File: src/rtl/ex_stage_if.sv
// ID/EX -> EX/MEM bus bundle for the execute stage.
// master drives the ID/EX side; slave is the execute stage itself.
interface ex_stage_if;
  logic        Valid_i;
  logic        RegWrite_i;
  logic        MemtoReg_i;
  logic        MemRead_i;
  logic        MemWrite_i;
  logic        ALUSrc_i;
  logic        RegDst_i;
  logic [1:0]  ALUOp_i;
  logic [31:0] RSdata_i;
  logic [31:0] RTdata_i;
  logic [31:0] Imm_i;
  logic [4:0]  Rs_i;
  logic [4:0]  Rt_i;
  logic        Stall_o;
  logic        Valid_o;
  logic        RegWrite_o;
  logic        MemtoReg_o;
  logic        MemRead_o;
  logic        MemWrite_o;
  logic [31:0] ALUResult_o;
  logic [31:0] WriteData_o;
  logic [4:0]  WriteReg_o;
  logic        Zero_o;

  modport master (
    output Valid_i, RegWrite_i, MemtoReg_i, MemRead_i, MemWrite_i,
           ALUSrc_i, RegDst_i, ALUOp_i, RSdata_i, RTdata_i, Imm_i, Rs_i, Rt_i,
    input  Stall_o, Valid_o, RegWrite_o, MemtoReg_o, MemRead_o, MemWrite_o,
           ALUResult_o, WriteData_o, WriteReg_o, Zero_o
  );

  modport slave (
    input  Valid_i, RegWrite_i, MemtoReg_i, MemRead_i, MemWrite_i,
           ALUSrc_i, RegDst_i, ALUOp_i, RSdata_i, RTdata_i, Imm_i, Rs_i, Rt_i,
    output Stall_o, Valid_o, RegWrite_o, MemtoReg_o, MemRead_o, MemWrite_o,
           ALUResult_o, WriteData_o, WriteReg_o, Zero_o
  );
endinterface

File: src/rtl/ex_stage.sv
// Execute stage: single-cycle ALU plus a 32-step iterative shift-add multiplier
// that stalls the upstream pipeline while it runs.
module ex_stage #(
  parameter bit MUL_EN = 1'b1
) (
  input logic       Clk,
  input logic       Rst,
  ex_stage_if.slave bus
);

  localparam int unsigned DW = 32;
  localparam int unsigned RW = 5;
  localparam int unsigned FW = 6;

  localparam logic [FW-1:0] F_ADD = 6'h20;
  localparam logic [FW-1:0] F_SUB = 6'h22;
  localparam logic [FW-1:0] F_AND = 6'h24;
  localparam logic [FW-1:0] F_OR  = 6'h25;
  localparam logic [FW-1:0] F_SLT = 6'h2A;
  localparam logic [FW-1:0] F_MUL = 6'h18;

  typedef enum logic {IDLE, BUSY} state_e;

  state_e        state_q, state_d;
  logic [RW-1:0] cnt_q, cnt_d;
  logic [DW-1:0] mcand_q, mcand_d;
  logic [DW-1:0] mplier_q, mplier_d;
  logic [DW-1:0] acc_q, acc_d;

  // MUL's own control/destination, captured at acceptance
  logic          m_reg_write_q, m_reg_write_d;
  logic          m_mem_to_reg_q, m_mem_to_reg_d;
  logic          m_mem_read_q, m_mem_read_d;
  logic          m_mem_write_q, m_mem_write_d;
  logic [DW-1:0] m_write_data_q, m_write_data_d;
  logic [RW-1:0] m_write_reg_q, m_write_reg_d;

  logic          valid_q, valid_d;
  logic          reg_write_q, reg_write_d;
  logic          mem_to_reg_q, mem_to_reg_d;
  logic          mem_read_q, mem_read_d;
  logic          mem_write_q, mem_write_d;
  logic [DW-1:0] alu_result_q, alu_result_d;
  logic [DW-1:0] write_data_q, write_data_d;
  logic [RW-1:0] write_reg_q, write_reg_d;
  logic          zero_q, zero_d;

  logic          stall_c;
  logic [DW-1:0] op_b_c;
  logic [FW-1:0] funct_c;
  logic [DW-1:0] alu_c;
  logic [RW-1:0] dest_c;
  logic          is_mul_c;
  logic [DW-1:0] acc_step_c;
  logic          unused_rs_c;

  assign unused_rs_c = ^bus.Rs_i;

  // Single-cycle ALU and operand/destination selection
  always_comb begin
    op_b_c   = bus.ALUSrc_i ? bus.Imm_i : bus.RTdata_i;
    funct_c  = bus.Imm_i[FW-1:0];
    dest_c   = bus.RegDst_i ? bus.Imm_i[15:11] : bus.Rt_i;
    is_mul_c = MUL_EN && bus.Valid_i && (bus.ALUOp_i == 2'b10) && (funct_c == F_MUL);
    alu_c    = '0;
    unique case (bus.ALUOp_i)
      2'b01: alu_c = bus.RSdata_i - op_b_c;
      2'b10: begin
        unique case (funct_c)
          F_ADD:   alu_c = bus.RSdata_i + op_b_c;
          F_SUB:   alu_c = bus.RSdata_i - op_b_c;
          F_AND:   alu_c = bus.RSdata_i & op_b_c;
          F_OR:    alu_c = bus.RSdata_i | op_b_c;
          F_SLT:   alu_c = DW'($signed(bus.RSdata_i) < $signed(op_b_c));
          default: alu_c = '0;
        endcase
      end
      default: alu_c = bus.RSdata_i + op_b_c;
    endcase
  end

  assign acc_step_c = acc_q + (mplier_q[0] ? mcand_q : '0);

  // Next-state, multiplier datapath and output-stage load values
  always_comb begin
    state_d        = state_q;
    cnt_d          = cnt_q;
    mcand_d        = mcand_q;
    mplier_d       = mplier_q;
    acc_d          = acc_q;
    m_reg_write_d  = m_reg_write_q;
    m_mem_to_reg_d = m_mem_to_reg_q;
    m_mem_read_d   = m_mem_read_q;
    m_mem_write_d  = m_mem_write_q;
    m_write_data_d = m_write_data_q;
    m_write_reg_d  = m_write_reg_q;
    stall_c        = 1'b0;

    valid_d        = bus.Valid_i;
    reg_write_d    = bus.Valid_i & bus.RegWrite_i;
    mem_to_reg_d   = bus.MemtoReg_i;
    mem_read_d     = bus.Valid_i & bus.MemRead_i;
    mem_write_d    = bus.Valid_i & bus.MemWrite_i;
    alu_result_d   = alu_c;
    write_data_d   = bus.RTdata_i;
    write_reg_d    = dest_c;

    unique case (state_q)
      IDLE: begin
        if (is_mul_c) begin
          stall_c        = 1'b1;
          state_d        = BUSY;
          cnt_d          = '0;
          acc_d          = '0;
          mcand_d        = bus.RSdata_i;
          mplier_d       = op_b_c;
          m_reg_write_d  = bus.RegWrite_i;
          m_mem_to_reg_d = bus.MemtoReg_i;
          m_mem_read_d   = bus.MemRead_i;
          m_mem_write_d  = bus.MemWrite_i;
          m_write_data_d = bus.RTdata_i;
          m_write_reg_d  = dest_c;
          valid_d        = 1'b0;
          reg_write_d    = 1'b0;
          mem_read_d     = 1'b0;
          mem_write_d    = 1'b0;
        end
      end
      BUSY: begin
        acc_d    = acc_step_c;
        mcand_d  = mcand_q << 1;
        mplier_d = mplier_q >> 1;
        cnt_d    = cnt_q + RW'(1);
        if (&cnt_q) begin
          state_d      = IDLE;
          valid_d      = 1'b1;
          reg_write_d  = m_reg_write_q;
          mem_to_reg_d = m_mem_to_reg_q;
          mem_read_d   = m_mem_read_q;
          mem_write_d  = m_mem_write_q;
          alu_result_d = acc_step_c;
          write_data_d = m_write_data_q;
          write_reg_d  = m_write_reg_q;
        end else begin
          stall_c     = 1'b1;
          valid_d     = 1'b0;
          reg_write_d = 1'b0;
          mem_read_d  = 1'b0;
          mem_write_d = 1'b0;
        end
      end
      default: state_d = IDLE;
    endcase

    zero_d = (alu_result_d == '0);
  end

  always_ff @(posedge Clk) begin
    if (Rst) begin
      state_q        <= IDLE;
      cnt_q          <= '0;
      mcand_q        <= '0;
      mplier_q       <= '0;
      acc_q          <= '0;
      m_reg_write_q  <= 1'b0;
      m_mem_to_reg_q <= 1'b0;
      m_mem_read_q   <= 1'b0;
      m_mem_write_q  <= 1'b0;
      m_write_data_q <= '0;
      m_write_reg_q  <= '0;
      valid_q        <= 1'b0;
      reg_write_q    <= 1'b0;
      mem_to_reg_q   <= 1'b0;
      mem_read_q     <= 1'b0;
      mem_write_q    <= 1'b0;
      alu_result_q   <= '0;
      write_data_q   <= '0;
      write_reg_q    <= '0;
      zero_q         <= 1'b0;
    end else begin
      state_q        <= state_d;
      cnt_q          <= cnt_d;
      mcand_q        <= mcand_d;
      mplier_q       <= mplier_d;
      acc_q          <= acc_d;
      m_reg_write_q  <= m_reg_write_d;
      m_mem_to_reg_q <= m_mem_to_reg_d;
      m_mem_read_q   <= m_mem_read_d;
      m_mem_write_q  <= m_mem_write_d;
      m_write_data_q <= m_write_data_d;
      m_write_reg_q  <= m_write_reg_d;
      valid_q        <= valid_d;
      reg_write_q    <= reg_write_d;
      mem_to_reg_q   <= mem_to_reg_d;
      mem_read_q     <= mem_read_d;
      mem_write_q    <= mem_write_d;
      alu_result_q   <= alu_result_d;
      write_data_q   <= write_data_d;
      write_reg_q    <= write_reg_d;
      zero_q         <= zero_d;
    end
  end

  // Stall is forced low during reset so upstream never freezes on an abandoned MUL
  assign bus.Stall_o     = stall_c & ~Rst;
  assign bus.Valid_o     = valid_q;
  assign bus.RegWrite_o  = reg_write_q;
  assign bus.MemtoReg_o  = mem_to_reg_q;
  assign bus.MemRead_o   = mem_read_q;
  assign bus.MemWrite_o  = mem_write_q;
  assign bus.ALUResult_o = alu_result_q;
  assign bus.WriteData_o = write_data_q;
  assign bus.WriteReg_o  = write_reg_q;
  assign bus.Zero_o      = zero_q;

endmodule

File: src/flat_wrapper.sv
// flat-port wrapper written by rule: the top's interface ports become plain ports
module ex_stage_flat 
#(
  parameter bit MUL_EN = 1'b1
)
  (Clk, Rst, bus_Valid_i, bus_RegWrite_i, bus_MemtoReg_i, bus_MemRead_i, bus_MemWrite_i, bus_ALUSrc_i, bus_RegDst_i, bus_ALUOp_i, bus_RSdata_i, bus_RTdata_i, bus_Imm_i, bus_Rs_i, bus_Rt_i, bus_Stall_o, bus_Valid_o, bus_RegWrite_o, bus_MemtoReg_o, bus_MemRead_o, bus_MemWrite_o, bus_ALUResult_o, bus_WriteData_o, bus_WriteReg_o, bus_Zero_o);
  ex_stage_if bus_i ();
  input logic Clk;
  input logic Rst;
  input wire logic [$bits(bus_i.Valid_i)-1:0] bus_Valid_i;
  input wire logic [$bits(bus_i.RegWrite_i)-1:0] bus_RegWrite_i;
  input wire logic [$bits(bus_i.MemtoReg_i)-1:0] bus_MemtoReg_i;
  input wire logic [$bits(bus_i.MemRead_i)-1:0] bus_MemRead_i;
  input wire logic [$bits(bus_i.MemWrite_i)-1:0] bus_MemWrite_i;
  input wire logic [$bits(bus_i.ALUSrc_i)-1:0] bus_ALUSrc_i;
  input wire logic [$bits(bus_i.RegDst_i)-1:0] bus_RegDst_i;
  input wire logic [$bits(bus_i.ALUOp_i)-1:0] bus_ALUOp_i;
  input wire logic [$bits(bus_i.RSdata_i)-1:0] bus_RSdata_i;
  input wire logic [$bits(bus_i.RTdata_i)-1:0] bus_RTdata_i;
  input wire logic [$bits(bus_i.Imm_i)-1:0] bus_Imm_i;
  input wire logic [$bits(bus_i.Rs_i)-1:0] bus_Rs_i;
  input wire logic [$bits(bus_i.Rt_i)-1:0] bus_Rt_i;
  output wire logic [$bits(bus_i.Stall_o)-1:0] bus_Stall_o;
  output wire logic [$bits(bus_i.Valid_o)-1:0] bus_Valid_o;
  output wire logic [$bits(bus_i.RegWrite_o)-1:0] bus_RegWrite_o;
  output wire logic [$bits(bus_i.MemtoReg_o)-1:0] bus_MemtoReg_o;
  output wire logic [$bits(bus_i.MemRead_o)-1:0] bus_MemRead_o;
  output wire logic [$bits(bus_i.MemWrite_o)-1:0] bus_MemWrite_o;
  output wire logic [$bits(bus_i.ALUResult_o)-1:0] bus_ALUResult_o;
  output wire logic [$bits(bus_i.WriteData_o)-1:0] bus_WriteData_o;
  output wire logic [$bits(bus_i.WriteReg_o)-1:0] bus_WriteReg_o;
  output wire logic [$bits(bus_i.Zero_o)-1:0] bus_Zero_o;
  assign bus_i.Valid_i = bus_Valid_i;
  assign bus_i.RegWrite_i = bus_RegWrite_i;
  assign bus_i.MemtoReg_i = bus_MemtoReg_i;
  assign bus_i.MemRead_i = bus_MemRead_i;
  assign bus_i.MemWrite_i = bus_MemWrite_i;
  assign bus_i.ALUSrc_i = bus_ALUSrc_i;
  assign bus_i.RegDst_i = bus_RegDst_i;
  assign bus_i.ALUOp_i = bus_ALUOp_i;
  assign bus_i.RSdata_i = bus_RSdata_i;
  assign bus_i.RTdata_i = bus_RTdata_i;
  assign bus_i.Imm_i = bus_Imm_i;
  assign bus_i.Rs_i = bus_Rs_i;
  assign bus_i.Rt_i = bus_Rt_i;
  assign bus_Stall_o = bus_i.Stall_o;
  assign bus_Valid_o = bus_i.Valid_o;
  assign bus_RegWrite_o = bus_i.RegWrite_o;
  assign bus_MemtoReg_o = bus_i.MemtoReg_o;
  assign bus_MemRead_o = bus_i.MemRead_o;
  assign bus_MemWrite_o = bus_i.MemWrite_o;
  assign bus_ALUResult_o = bus_i.ALUResult_o;
  assign bus_WriteData_o = bus_i.WriteData_o;
  assign bus_WriteReg_o = bus_i.WriteReg_o;
  assign bus_Zero_o = bus_i.Zero_o;
  ex_stage #(.MUL_EN(MUL_EN)) u_core (.Clk(Clk), .Rst(Rst), .bus(bus_i));
endmodule
File: config.mk
export PLATFORM = sky130hd
export DESIGN_NAME = ex_stage_flat
export DESIGN_NICKNAME = d
export VERILOG_FILES = /design/src/rtl/ex_stage_if.sv /design/src/rtl/ex_stage.sv /design/src/flat_wrapper.sv
export SDC_FILE = /design/constraint.sdc
export NUM_CORES = 1
export LEC_CHECK = 0
export CAP_MARGIN = 20
export CORE_UTILIZATION = 57
export DETAILED_ROUTE_END_ITERATION = 8
export GPL_ROUTABILITY_DRIVEN = 0
export PLACE_DENSITY_LB_ADDON = 0.2
export SLEW_MARGIN = 0
export SYNTH_ARGS = -nofsm -noshare
export SYNTH_HDL_FRONTEND = slang
export SYNTH_SLANG_ARGS = --single-unit
File: constraint.sdc
create_clock -name Clk -period 6.4 [get_ports Clk]
set_input_delay 0.96 -clock Clk [delete_from_list [all_inputs] [get_ports Clk]]
set_output_delay 0.96 -clock Clk [all_outputs]
set_load 0.01 [all_outputs]
After elaboration in Yosys (flattened, before gate mapping):

Index checks and enable logic that the tools add are counted.

* register bits: 218
* bits of input ports: 117
* word-level logic and storage cells: 83

* add/sub/neg operators: 4
* order comparisons: 1
* equal/unequal tests: 9
* multiplexer cells: 36
* bitwise logic cells: 8
* reductions and logical operators: 5

Operators by type and width (count)
* 32-bit 2-to-1 mux: 9
* 32-bit case mux with 2 select lines: 4
* 32-bit case mux with 5 select lines: 1
* 32-bit adder: 2
* 32-bit bitwise AND: 1
* 32-bit logical NOT: 1
* 32-bit less-than comparator: 1
* 32-bit OR: 1
* 32-bit subtractor: 1
* 6-bit equality test, second input constant: 5
* 5-bit 2-to-1 mux: 4
* 1-bit 2-to-1 mux: 12
* 1-bit case mux with 2 select lines: 5
* 5-bit case mux with 2 select lines: 1
* 6-bit by 5-bit equality test with 1-bit output, second input constant: 1
* 5-bit by 1-bit adder with 5-bit output, second input constant: 1
* 5-bit AND reduction: 1
* 1-bit bitwise AND: 4
* 2-bit by 1-bit equality test with 1-bit output, second input constant: 1
* 2-bit equality test, second input constant: 1
* 1-bit logical AND: 2
* 2-bit by 1-bit inequality test with 1-bit output, second input constant: 1
* 1-bit NOT: 2
* 2-bit AND reduction: 1

Logic depth before layout (Yosys ltp):

* depth in word-level cells: 7
* gate-level depth with buffers: 21
* depth with buffers taken out: 16

Worst setup path after synthesis:

Ideal clock, no wire load.

* kind: in2reg
* from: input bus_Imm_i[0]
* to: register u_core.zero_q, in the netlist u_core.bus.Zero_o
* library setup time: 0.092 ns
* arrival time: 5.430 ns
* data required time: 6.308 ns
* slack: 0.878 ns
* cell stages on the path: 21
* path buffers: 5
* cell sequence: clkbuf_1 -> clkbuf_1 -> clkbuf_1 -> clkbuf_1 -> clkbuf_1 -> mux2_2 -> ha_1 -> inv_1 -> fa_1 -> nand2b_1 -> a2111o_1 -> a21oi_2 -> o21ai_2 -> a21o_1 -> a2111oi_4 -> or3_2 -> nand2_2 -> mux2_4 -> o32ai_2 -> nand3_1 -> nor4_1

* word-level cells in the longest chain between the ends: 7

RTL lines
* start: declaration: RTL line flat_wrapper.sv:20 `input wire logic [$bits(bus_i.Imm_i)-1:0] bus_Imm_i;`
* 32-bit 2-to-1 mux: RTL line ex_stage.sv:61 `op_b_c = bus.ALUSrc_i ? bus.Imm_i : bus.RTdata_i;`
* 32-bit subtractor (tied with other cells): RTL line ex_stage.sv:67, ex_stage.sv:71
* 32-bit case mux with 5 select lines: RTL line ex_stage.sv:69 `unique case (funct_c)`
* 32-bit case mux with 2 select lines (*): RTL line ex_stage.sv:66 `unique case (bus.ALUOp_i)`
* 32-bit 2-to-1 mux: RTL line ex_stage.sv:134 `if (&cnt_q) begin`
* 32-bit 2-to-1 mux (*): RTL line ex_stage.sv:108 `unique case (state_q)`
* 32-bit logical NOT (*): RTL line ex_stage.sv:155 `zero_d = (alu_result_d == '0);`
* end signal: assignment: RTL line ex_stage.sv:200 `zero_q <= zero_d;`
* end: declaration: RTL line ex_stage.sv:46 `logic zero_q, zero_d;`

Every way passes the cells marked *; elsewhere a longest branch is shown, timed or not.
A chain may end at the register's enable or synchronous reset.

Final worst setup path:

* from: input bus_ALUSrc_i
* to: register u_core.zero_q, in the netlist u_core.bus.Zero_o

* word-level cells in the longest chain between the ends: 7

RTL lines
* start: declaration: RTL line flat_wrapper.sv:15 `input wire logic [$bits(bus_i.ALUSrc_i)-1:0] bus_ALUSrc_i;`
* 32-bit 2-to-1 mux (*): RTL line ex_stage.sv:61
* 32-bit subtractor (tied with other cells): RTL line ex_stage.sv:67, ex_stage.sv:71
* 32-bit case mux with 5 select lines: RTL line ex_stage.sv:69
* 32-bit case mux with 2 select lines (*): RTL line ex_stage.sv:66
* 32-bit 2-to-1 mux: RTL line ex_stage.sv:134
* 32-bit 2-to-1 mux (*): RTL line ex_stage.sv:108
* 32-bit logical NOT (*): RTL line ex_stage.sv:155

Marks and branches as above.

==> results.toml <==
[detailed_routing]
num_vias = 16500
drtPass1Iterations = 6
wl_um = 52200
drtIter0Drc = 2024
viasPerCell = 6.30
ant_nets = 0
routedWlPerCell_um = 20.0
drc = 0

[worst_hold_path]
hold_class = "reg2reg"

[floorplanning]
die_y_um = 168
die_area_um2 = 28100
core_um2 = 27000
num_io_pins = 193
rows = 60
die_w_um = 168
initial_core_util = 0.580

[critical_path]
cp.arrival_ns = 6.08
path_max_fanout = 10
crit_buf_inv = 2
worstPathCellList = "clkdlybuf4s50_1 > mux2_2 > inv_1 > ha_1 > a21o_1 > a31oi_1 > nand2_1 > nand4_1 > o211ai_1 > o32ai_1 > nand4b_1 > nor4bb_1 > nand4_1 > nor4b_1 > nand4b_1 > nor4_1"
max_stage_delay_ns = 0.66
slowest_stage = "clkdlybuf4s50_1"
setup.worst_path.start_class = "primary input"
criticalPathCategory = "in2reg"
crit_family = "simple AND/OR/NAND/NOR gates"
worst-endpoint-required_ns = 6.87
cp-end-kind = "register"

[sta]
setup_viol = 0
fin_ws_ns = 0.794
slew_viol_final = 0
fmax_mhz = 178
period_needed_ns = 5.61
hold_viol = 0
maxSlewHeadroom = 0.273
rsz0062_at_grt = "false"
worstMarginPinSlew_ns = 1.09
worst_clock_skew_ns = 0.0427
tns_ns = 0
fin_crit_sh = 0.876

[placed_design]
portBuffers = 187
place_ws_ns = 0.377
place_hpwl_um = 38100
placed_cell_area_um2 = 17600
dp.cells = 2568

[global_routing]
grt_usage = 0.361
grt_pass1_wl_um = 80900
grt_pass1_vias = 15000
grt_max_degree = 94
overflow = 0
antenna_found_initial = 3

[yosys]
synthFlopType = "dfxtp_1"
avgSynthCellArea_um2 = 7.26
yosysTopAreaCell = "dfxtp_1"
syn-num-nets = 2405
yosysWarnings = 0
synth_cell_type_count = 84
yosys-top-cells-area = "dfxtp_1 28%, ha_1 11%, a21oi_1 10%, nand2_1 8.6%, nor2_1 5.6%"
synth_top_cells_by_count = "357 x nand2_1, 322 x a21oi_1, 231 x nor2_1"
synth_area_um2 = 15600
synth_edf_count = 0
synth_top_area_frac = 0.279
ys_seq_area_frac = 0.279
synthMostInstantiatedCell = "nand2_1"
syn_inst = 2153
synth_seq_cells = 218
async_reset_ff_frac = 0

[cells_and_area]
finalInstanceArea_um2 = 18500
fin_cells = 2614
area_delta_synth_final_pct = 18.3
drive_gt1_frac = 0.0621
fin_nets = 2506

[clocking]
cts_hold_buf = 0
cts_setup_buffers = 0
cts-htree-levels = 1
clk_path_buf_depth = 3
cts_tree = "built"
path_clk_slew_ns = 0.07
cts_resized = 0
cts_buffers = 24
cts_root_buf = "clkbuf_16"
clock_sinks = 218
clk_latency_ns = 0.56

[pwr]
p_per_area_nw_per_um2 = 212
peakVddDrop_v = 0.000190
cellLeakagePower_nw = 7.59

[outcome]
run_status = "completed"

[run]
maxCapViolations = 0
-- where the power goes --
group / switching [W] / total, W / internal, W
Combinational: 0.000586 / 0.000992 / 0.000406
Clock: 0.000593 / 0.00152 / 0.000922
Sequential: 0.0000102 / 0.00141 / 0.00140
-- per-layer routing --
| metal | vias to the layer above | track usage | wire [µm] |
|---|---|---|---|
| met1 | 7704 | 0.463 | 21200 |
| met3 | 176 | 0.0780 | 5170 |
| met2 | 879 | 0.568 | 23100 |
| met5 | - | 0 | 0 |
| li1 | 7714 | - | - |
| met4 | 0 | 0.187 | 2750 |
-- path summary, 6_finish.rpt --
path                            startpoint                  endpoint  slack, ns  depth (start not counted)
setup / recovery              bus_ALUSrc_i         u_core.bus.Zero_o       0.79                         16
hold / removal    u_core.m_write_data_q[4]  u_core.m_write_data_q[4]       0.45                          2
setup reg to reg        u_core.mplier_q[0]         u_core.bus.Zero_o       1.30                         16
hold reg to reg   u_core.m_write_data_q[4]  u_core.m_write_data_q[4]       0.45                          2
-- state kept, by name, indices dropped and copies added (netlist names), 32 cells and up --
signal	flops
u_core.mplier_q	32
u_core.acc_q	32
u_core.m_write_data_q	32
u_core.mcand_q	32
u_core.bus.ALUResult_o	32
u_core.bus.WriteData_o	32
-- logic make-up (layout without fill, tap and decap cells) --
group                    after synthesis  in the layout  synth area share
AO/OA/AOI/OAI                        655            655             0.262
XOR/XNOR                              49             49            0.0275
adder cells (fa/ha/maj)              135            135             0.110
buffers and inverters                245            363            0.0597
flip-flops                           218            218             0.279
multiplexers                          57             57            0.0396
other                                  0              2                 0
AND/OR/NAND/NOR                      794            794             0.223
-- final cells by class --
type                            instances  area [µm²]
Antenna cell                            2        5.00
Clock buffer                           35         702
Clock inverter                          8         155
Fill cell                            2223        8470
Inverter                              103         387
Multi-Input combinational cell       1690       10300
Sequential cell                       218        4370
Tap cell                              341         427
Timing Repair Buffer                  217        2090
-- worst reg2reg max path, cell delays in order (launching register included) --
cell and delay [ns]:
dfxtp_1 0.42, buf_4 0.28, and2_1 0.20, ha_1 0.23, fa_1 0.47, a211oi_1 0.29
o31a_1 0.27, a21o_1 0.28, a211oi_1 0.15, o41a_1 0.47, and4_4 0.23, a2111oi_4 0.32
xnor2_1 0.28, mux2_2 0.35, a31oi_1 0.42, nand3_1 0.13, nor4_1 0.26
-- through the flow --
stage	hold slack, ns	total power [W]	util
2_1_floorplan	0.431	0.00203	-
3_3_place_gp	0.438	0.00237	0.654
3_5_place_dp	0.442	0.00239	0.654
4_1_cts	0.452	0.00389	0.685
5_1_grt	0.466	0.00405	0.686
6_report	0.452	0.00392	0.686
-- layout by cell type (no fill, tap or decap), types with 8 or more instances in the layout --
cell type	count
o21bai_1	9
a31oi_1	25
and2_1	38
a21o_1	33
dfxtp_1	217
o21a_1	8
nor2b_1	22
nand4_1	13
mux2i_1	22
clkbuf_16	24
o31ai_1	11
nor2_1	229
nand3_1	38
and3_1	13
mux2_2	34
xor2_1	15
clkdlybuf4s50_1	185
nor3_1	26
xnor2_1	34
inv_1	103
o221ai_1	8
a221oi_1	13
o211ai_1	20
nand2b_1	10
o22ai_1	12
o21ai_0	74
a22oi_1	21
buf_4	29
a21oi_1	322
nand2_1	356
nor4_1	9
ha_1	132
a211oi_1	23
(Power assumes the default switching activity.)
